<file path="src/rtl/mem_pkg.sv">
// Shared definitions for the data-memory path: address regions, load/store
// width encodings and the load/store unit state encoding.
package mem_pkg;

    localparam logic [15:0] REGION_ROM  = 16'h0000;
    localparam logic [15:0] REGION_MMIO = 16'h7000;
    localparam logic [15:0] REGION_RAM  = 16'h8000;

    typedef enum logic [2:0] {
        LS_B  = 3'b000,
        LS_H  = 3'b001,
        LS_W  = 3'b010,
        LS_BU = 3'b100,
        LS_HU = 3'b101
    } ls_funct3_t;

    typedef enum logic [1:0] {
        LSU_IDLE  = 2'd0,
        LSU_PEND  = 2'd1,
        LSU_SPLIT = 2'd2
    } lsu_state_t;

    // An access is split when it spills into the next word; the memory
    // subsystem uses the same rule to decide when to raise dmem_wait.
    function automatic logic is_split(input logic [2:0] funct3, input logic [1:0] offset);
        logic half;
        logic word;
        half = (funct3[1:0] == 2'b01);
        word = (funct3[1:0] == 2'b10);
        return (half && (offset == 2'd3)) || (word && (offset != 2'd0));
    endfunction

endpackage

</file>
<file path="src/rtl/load_extend.sv">
// Sign/zero extension of raw (LSB-aligned, zero-extended) load data by funct3.
module load_extend
    import mem_pkg::*;
(
    input  logic [2:0]  funct3,
    input  logic [31:0] raw,
    output logic [31:0] ext
);

    // Select the extension rule for the access width and signedness.
    always_comb begin
        ext = raw;
        case (funct3)
            LS_B:    ext = {{24{raw[7]}}, raw[7:0]};
            LS_H:    ext = {{16{raw[15]}}, raw[15:0]};
            LS_W:    ext = raw;
            LS_BU:   ext = {24'h0, raw[7:0]};
            LS_HU:   ext = {16'h0, raw[15:0]};
            default: ext = raw;
        endcase
    end

endmodule

</file>
<file path="src/rtl/load_store_unit.sv">
// Front end of the data-memory port: issues one access per cycle, tracks the
// single outstanding access (including split-access stalls) and returns
// extended load data, store completion or an access fault.
module load_store_unit
    import mem_pkg::*;
#(
    parameter bit ALLOW_MISALIGNED = 1'b1,
    parameter bit CHECK_REGIONS    = 1'b1
) (
    input  logic        clk,
    input  logic        reset_n,
    input  logic        req_valid,
    output logic        req_ready,
    input  logic        req_write,
    input  logic [2:0]  req_funct3,
    input  logic [31:0] req_addr,
    input  logic [31:0] req_wdata,
    output logic        resp_valid,
    output logic [31:0] resp_rdata,
    output logic        resp_fault,
    output logic [31:0] dmem_address,
    output logic        dmem_enable,
    output logic [31:0] dmem_write_data,
    output logic        dmem_write_enable,
    output logic [2:0]  dmem_write_mode,
    output logic        dmem_read_enable,
    output logic [2:0]  dmem_read_mode,
    input  logic [31:0] dmem_read_data,
    input  logic        dmem_wait
);

    lsu_state_t  state_q;
    logic        is_load_q;
    logic [2:0]  funct3_q;
    logic        fault_q;

    logic        req_fault;
    logic        accepted;
    logic        issue;
    logic [31:0] ext_data;

    // Classify the incoming request; a faulting request never reaches memory.
    always_comb begin
        logic [15:0] region;
        logic [1:0]  offset;
        logic        half;
        logic        word;
        logic        bad_funct3;
        logic        bad_region;
        logic        rom_store;
        logic        crosses_64k;
        logic        misaligned;
        region      = req_addr[31:16];
        offset      = req_addr[1:0];
        half        = (req_funct3[1:0] == 2'b01);
        word        = (req_funct3[1:0] == 2'b10);
        bad_funct3  = (req_funct3 == 3'b011) || (req_funct3[2:1] == 2'b11) ||
                      (req_write && req_funct3[2]);
        bad_region  = CHECK_REGIONS && !((region == REGION_ROM) ||
                                         (region == REGION_MMIO) ||
                                         (region == REGION_RAM));
        rom_store   = CHECK_REGIONS && req_write && (region == REGION_ROM);
        crosses_64k = (&req_addr[15:2]) && is_split(req_funct3, offset);
        misaligned  = !ALLOW_MISALIGNED && ((half && offset[0]) || (word && (offset != 2'd0)));
        req_fault   = bad_funct3 || bad_region || rom_store || crosses_64k || misaligned;
    end

    // No request is taken during reset or while memory finishes a split access.
    always_comb begin
        req_ready = reset_n && !dmem_wait;
        accepted  = req_valid && req_ready;
        issue     = accepted && !req_fault;
    end

    // Drive the memory request in the same cycle the request is accepted.
    always_comb begin
        dmem_enable       = issue;
        dmem_address      = issue ? req_addr : 32'h0;
        dmem_write_enable = issue && req_write;
        dmem_write_data   = (issue && req_write) ? req_wdata : 32'h0;
        dmem_write_mode   = (issue && req_write) ? req_funct3 : 3'b000;
        dmem_read_enable  = issue && !req_write;
        dmem_read_mode    = (issue && !req_write) ? req_funct3 : 3'b000;
    end

    load_extend u_load_extend (
        .funct3 (funct3_q),
        .raw    (dmem_read_data),
        .ext    (ext_data)
    );

    // Respond when the outstanding access completes; stores and faults return 0.
    always_comb begin
        resp_valid = reset_n && (((state_q == LSU_PEND) && !dmem_wait) || (state_q == LSU_SPLIT));
        resp_fault = resp_valid && fault_q;
        resp_rdata = (resp_valid && is_load_q && !fault_q) ? ext_data : 32'h0;
    end

    // Access tracking FSM plus the per-access attributes needed at response time.
    always_ff @(posedge clk) begin
        if (!reset_n) begin
            state_q   <= LSU_IDLE;
            is_load_q <= 1'b0;
            funct3_q  <= 3'b000;
            fault_q   <= 1'b0;
        end else begin
            if (accepted) begin
                is_load_q <= !req_write;
                funct3_q  <= req_funct3;
                fault_q   <= req_fault;
            end
            case (state_q)
                LSU_IDLE:  state_q <= accepted ? LSU_PEND : LSU_IDLE;
                LSU_PEND:  begin
                    if (dmem_wait)
                        state_q <= LSU_SPLIT;
                    else
                        state_q <= accepted ? LSU_PEND : LSU_IDLE;
                end
                LSU_SPLIT: state_q <= accepted ? LSU_PEND : LSU_IDLE;
                default:   state_q <= LSU_IDLE;
            endcase
        end
    end

endmodule

</file>
<file path="config.mk">
export PLATFORM = sky130hd
export DESIGN_NAME = load_store_unit
export DESIGN_NICKNAME = d
export VERILOG_FILES = /design/src/rtl/mem_pkg.sv /design/src/rtl/load_extend.sv /design/src/rtl/load_store_unit.sv
export SDC_FILE = /design/constraint.sdc
export NUM_CORES = 1
export LEC_CHECK = 0
export ABC_AREA = 1
export CAP_MARGIN = 20
export CORE_AREA = 2 2 81 83
export DETAILED_ROUTE_END_ITERATION = 8
export DIE_AREA = 0 0 83 85
export GPL_TIMING_DRIVEN = 0
export PLACE_DENSITY = 0.95
export RECOVER_POWER = 25
export SETUP_SLACK_MARGIN = 0.02
export SLEW_MARGIN = 0
export SYNTH_ARGS = -nofsm -noshare
export SYNTH_HDL_FRONTEND = slang
export SYNTH_HIERARCHICAL = 1
export SYNTH_SLANG_ARGS = --single-unit
</file>
<file path="constraint.sdc">
create_clock -name clk -period 2.4 [get_ports clk]
set_input_delay 0.48 -clock clk [delete_from_list [all_inputs] [get_ports clk]]
set_output_delay 0.48 -clock clk [all_outputs]
set_load 0.01 [all_outputs]
</file>
== Word-level counts from Yosys, hierarchy flattened ==
Cells that the tools add are included.
Word-level totals
  bits in registers: 7
  output and inout bits: 108
  word-level logic and storage cells: 60
Cells by class
  eq/ne operators: 12
  multiplexer cells: 9
  reductions and logical operators: 35
Operator list (number)
  32-bit case mux with 4 select lines: 1
  32-bit two-way mux: 3
  16-bit by 15-bit equality test with 1-bit output, second input constant: 1
  16-bit equality test, second input constant: 1
  16-bit logical NOT: 1
  1-bit logical AND: 15
  14-bit AND reduction: 1
  1-bit logical OR: 9
  2-bit equality test, second input constant: 4
  3-bit equality test, second input constant: 2
  3-bit two-way mux: 2
  1-bit logical NOT: 5
  2-bit by 1-bit equality test with 1-bit output, second input constant: 2
  2-bit case mux with 2 select lines: 1
  3-bit by 1-bit equality test with 1-bit output, second input constant: 1
  3-bit by 2-bit equality test with 1-bit output, second input constant: 1
  3-bit logical NOT: 1
  2-bit logical NOT: 1
  2-bit two-way mux: 1
  2-bit nonzero test: 1
  2-bit OR reduction: 1
  1-bit two-way mux: 1

== Logic depth before layout (Yosys ltp) ==
  word-level depth: 11
  depth in mapped cells: 9
  mapped depth without buffers: 9

== Modules after synthesis ==
The synthesis kept the hierarchy.
Modules (own cells, without submodules)
  load_store_unit: instances 1, cells an instance 285, area each 1431.4 µm², seq. area each 140.1 µm²
  load_extend: instances 1, cells an instance 70, area each 389.1 µm², seq. area each 0.0 µm²

== Worst setup path after synthesis ==
No wires, ideal clock.
  kind: in2out
  start: input port dmem_wait
  end: output port dmem_write_data[0]
  arrival time: 1414 ps
  required time: 1920 ps
  slack: 506 ps
  stages: 8
  buffers on the path: 1
  cells stage by stage: inv_1 -> nand2_2 -> nor2_4 -> nand3_2 -> nor2_4 -> nand4_4 -> buf_6 -> nor2_2
On the way
  word-level cells in the longest chain between the ends: 6
RTL lines
  start: declaration: line load_store_unit.sv:29  | input logic dmem_wait
  1-bit logical NOT: line load_store_unit.sv:70  | req_ready = reset_n && !dmem_wait;
  1-bit logical AND: line load_store_unit.sv:70
  1-bit logical AND: line load_store_unit.sv:71  | accepted = req_valid && req_ready;
  1-bit logical AND: line load_store_unit.sv:72  | issue = accepted && !req_fault;
  1-bit logical AND: line load_store_unit.sv:80  | dmem_write_data = (issue && req_write) ? req_wdata : 32'h0;
  32-bit two-way mux: line load_store_unit.sv:80
  end: declaration: line load_store_unit.sv:23  | output logic [31:0] dmem_write_data,
Every way passes these cells.

== Worst setup path after layout ==
  start: input port req_valid
  end: output port dmem_write_data[6]
On the way
  word-level cells in the longest chain between the ends: 4
RTL lines
  start: declaration: line load_store_unit.sv:12  | input logic req_valid,
  1-bit logical AND: line load_store_unit.sv:71
  1-bit logical AND: line load_store_unit.sv:72
  1-bit logical AND: line load_store_unit.sv:80
  32-bit two-way mux: line load_store_unit.sv:80
Every way passes these cells.

==> flow_metrics.tcl <==
set metrics [dict create \
    status "complete, no violations" \
    post-synth-top-area-cell "inv_1" \
    cts.sinks 7 \
    post-route-period-util_pct 96.7 \
    fmax_mhz 431 \
    yosysUniqueCellTypes 20 \
    critical_path_class "in2out" \
    max_cap_violations 0 \
    pwr-share-seq_pct 19.6 \
    port-buffer-count 191 \
    drc 0 \
    die_w_um 83 \
    row_count 29 \
    synth-adder-area-share_pct 0 \
    synth_most_common_cell "inv_1" \
    rsz0062_at_grt "true" \
    synth_area_um2 1820 \
    whs_path_depth 1 \
    htree_levels 1 \
    numCtsBuffers 3 \
    vias_per_cell 4.37 \
    power_leakage_nw 2.43 \
    yosysSeqAreaShare_pct 7.70 \
    pre_cts_slack_ns -0.740 \
    drt-wirelength-per-cell_um 12.3 \
    synthTopCellsByCount "inv_1 (105), nor2_1 (77), nand2_1 (56), nor2_2 (26), nand3_1 (25)" \
    reg2reg_to "fault_q$_SDFFE_PN0P_" \
    synth.top_cell.area_share_pct 21.6 \
    worst_slack_ns 0.0788 \
    fp.dieH_um 85 \
    cp_max_fo 5 \
    syn_inst 355 \
    r2r_slack_ns 1.64 \
    synthSimpleGateAreaFrac_pct 52.9 \
    yosys_warnings 6 \
    p_per_area_nw_per_um2 162 \
    hold_class "reg2reg" \
    final_area_um2 4070 \
    placed_cells 635 \
    hold_start "state_q[1]$_SDFF_PN0_" \
    ys_top_cells_by_area "inv_1 (22%), nor2_1 (16%), nand2_1 (12%)" \
    min_period_ns 2.32 \
    tns_ns 0 \
    synth_top_family_by_area "simple AND/OR/NAND/NOR gates" \
    insertion_delay_ns 0.23 \
    clockPowerShare_pct 24.8 \
    irDropWorstVdd_v 0.000122 \
    syn_area_per_cell_um2 5.13 \
    grt_overflow_total 0 \
    fin_cells 657 \
    vias 2872 \
    grt_pass1_wl_mm 12.6 \
    r2r-start "fault_q$_SDFFE_PN0P_" \
    setup_viol 0 \
    drt_iter0_drc 67 \
    core_area_um2 6200 \
    muxShareOfSynthArea_pct 0 \
    antenna_found_initial 0 \
    endpoint_kind "primary output" \
    drive_gt1_share_pct 32.1 \
    wirelength_mm 8.05 \
    synth_seq_cells 7 \
    grt_start_max_net_pins 11 \
    arrival_ns 1.84 \
    required_ns 1.92 \
    cts_hold_buffers 0 \
    cp-start-kind "input pin" \
    ant_nets 0 \
    reg2reg_depth 4 \
    gp_congestion 0.923 \
    dp_hpwl_mm 6.40 \
    hold-path-endpoint "state_q[0]$_SDFF_PN0_" \
    cts_root_buf "clkbuf_8" \
    p_int_mw 0.436 \
    ios 212 \
    synth_edf_count 0 \
    clkTransAtPathRegs_ns 0.04 \
    placed_area_um2 3870 \
    grt_pass1_vias 2845 \
    gr-usage-all-layers_pct 21.3 \
    power_frac_comb_pct 55.6 \
    nets 685 \
    swShare_pct 33.7 \
    dieArea_um2 7060 \
    synthFlopType "dfxtp_1" \
    area_growth_pct 124 \
    p_switching_mw 0.221 \
    drt_first_pass_iters 4 \
    synth_xor_area_share_pct 0 \
    skew_ns 0.000149 \
    synth_compound_area_share_pct 2.47 \
    hold_viol 0 \
    async_reset_ff_share_pct 0 \
    n_antenna_cell 0 \
    cts_tree "built" \
    cts.path.max_buffers 2 \
    initial_core_util_pct 29.3 \
    drv_slew 0 \
]
cell usage in the layout (no fill, tap or decap), types with 20 or more instances in the layout:
master           synthesis  routed
buf_4                   21      31
inv_1                  105      99
nor2_2                  26      20
nand3_1                 25      23
nor2_4                   7      22
clkbuf_2                 0      20
clkdlybuf4s50_1          0      57
buf_2                    1      34
nor2_1                  77      68
nand2_1                 56      53
dlygate4sd2_1            0      31
power by group through the flow:
stage	Sequential, mW	Combinational (mW)	Clock [mW]
final	0.129	0.366	0.163
after global routing	0.130	0.404	0.178
after CTS	0.129	0.355	0.167
after detailed placement	0.130	0.361	0
after global placement	0.130	0.351	0
after floorplan	0.129	0.167	0
per-layer routing:
metal | global-route usage, % | up-vias | wire length [µm]
met1 | 21.4 | 1283 | 2790
li1 | - | 1415 | -
met2 | 42.6 | 156 | 4420
met5 | 0 | - | 0
met4 | 7.90 | 0 | 208
met3 | 4.47 | 18 | 633
worst max-delay path, stage by stage:
cell             delay, ns
clkdlybuf4s15_1       0.17
inv_2                 0.04
nor2_4                0.14
nand3_4               0.09
nor2_4                0.14
nand4_4               0.12
buf_12                0.17
buf_12                0.12
buf_12                0.13
nor2_4                0.08
buf_2                 0.14
how the worst max path moves through the flow:
stage	from	to	slack [ns]	cells after the start
floorplan	dmem_wait	dmem_write_data[0]	0.51	8
global placement	reset_n	dmem_write_data[27]	-0.69	9
detailed placement	reset_n	dmem_write_data[11]	-0.74	9
finish	req_valid	dmem_write_data[6]	0.08	11
global route	req_valid	dmem_write_data[6]	-0.003	11
CTS	req_addr[18]	dmem_write_data[9]	0.02	12
area by class of cell:
cell class	instances	area [µm²]
fillers	526	2140
repair buffers	209	1880
multi-input cells	221	1200
inverters	105	394
plain buffers	34	308
flip-flops and latches	7	140
well taps	77	96.3
clock buffers	3	41.3
clock inverters	1	5.00
logic make-up after synthesis:
| group | after synthesis |
|---|---|
| other | 1 |
| and+or+nand+nor | 199 |
| buffers and inverters | 139 |
| DFF | 7 |
| AOI/OAI and AO/OA | 9 |
metrics by stage:
stage               utilization (%)  total power [mW]  hold slack, ns
finish                         65.6             0.658           0.465
global route                   65.6             0.712           0.494
global placement               62.4             0.480           0.444
CTS                            65.2             0.651           0.463
detailed placement             62.4             0.492           0.457
floorplan                         -             0.296           0.432
what timing repair did:
item	CTS	global route
buffers inserted	13	2
resized for setup	327	75
cloned	3	0
pin swaps	27	31
setup endpoints to repair	93	72
flip-flops by register name (all words and copies together), names as in the netlist:
register / flops
state_q: 2
fault_q: 1
is_load_q: 1
funct3_q: 3
Note: power is estimated with default switching activity, not from simulation.
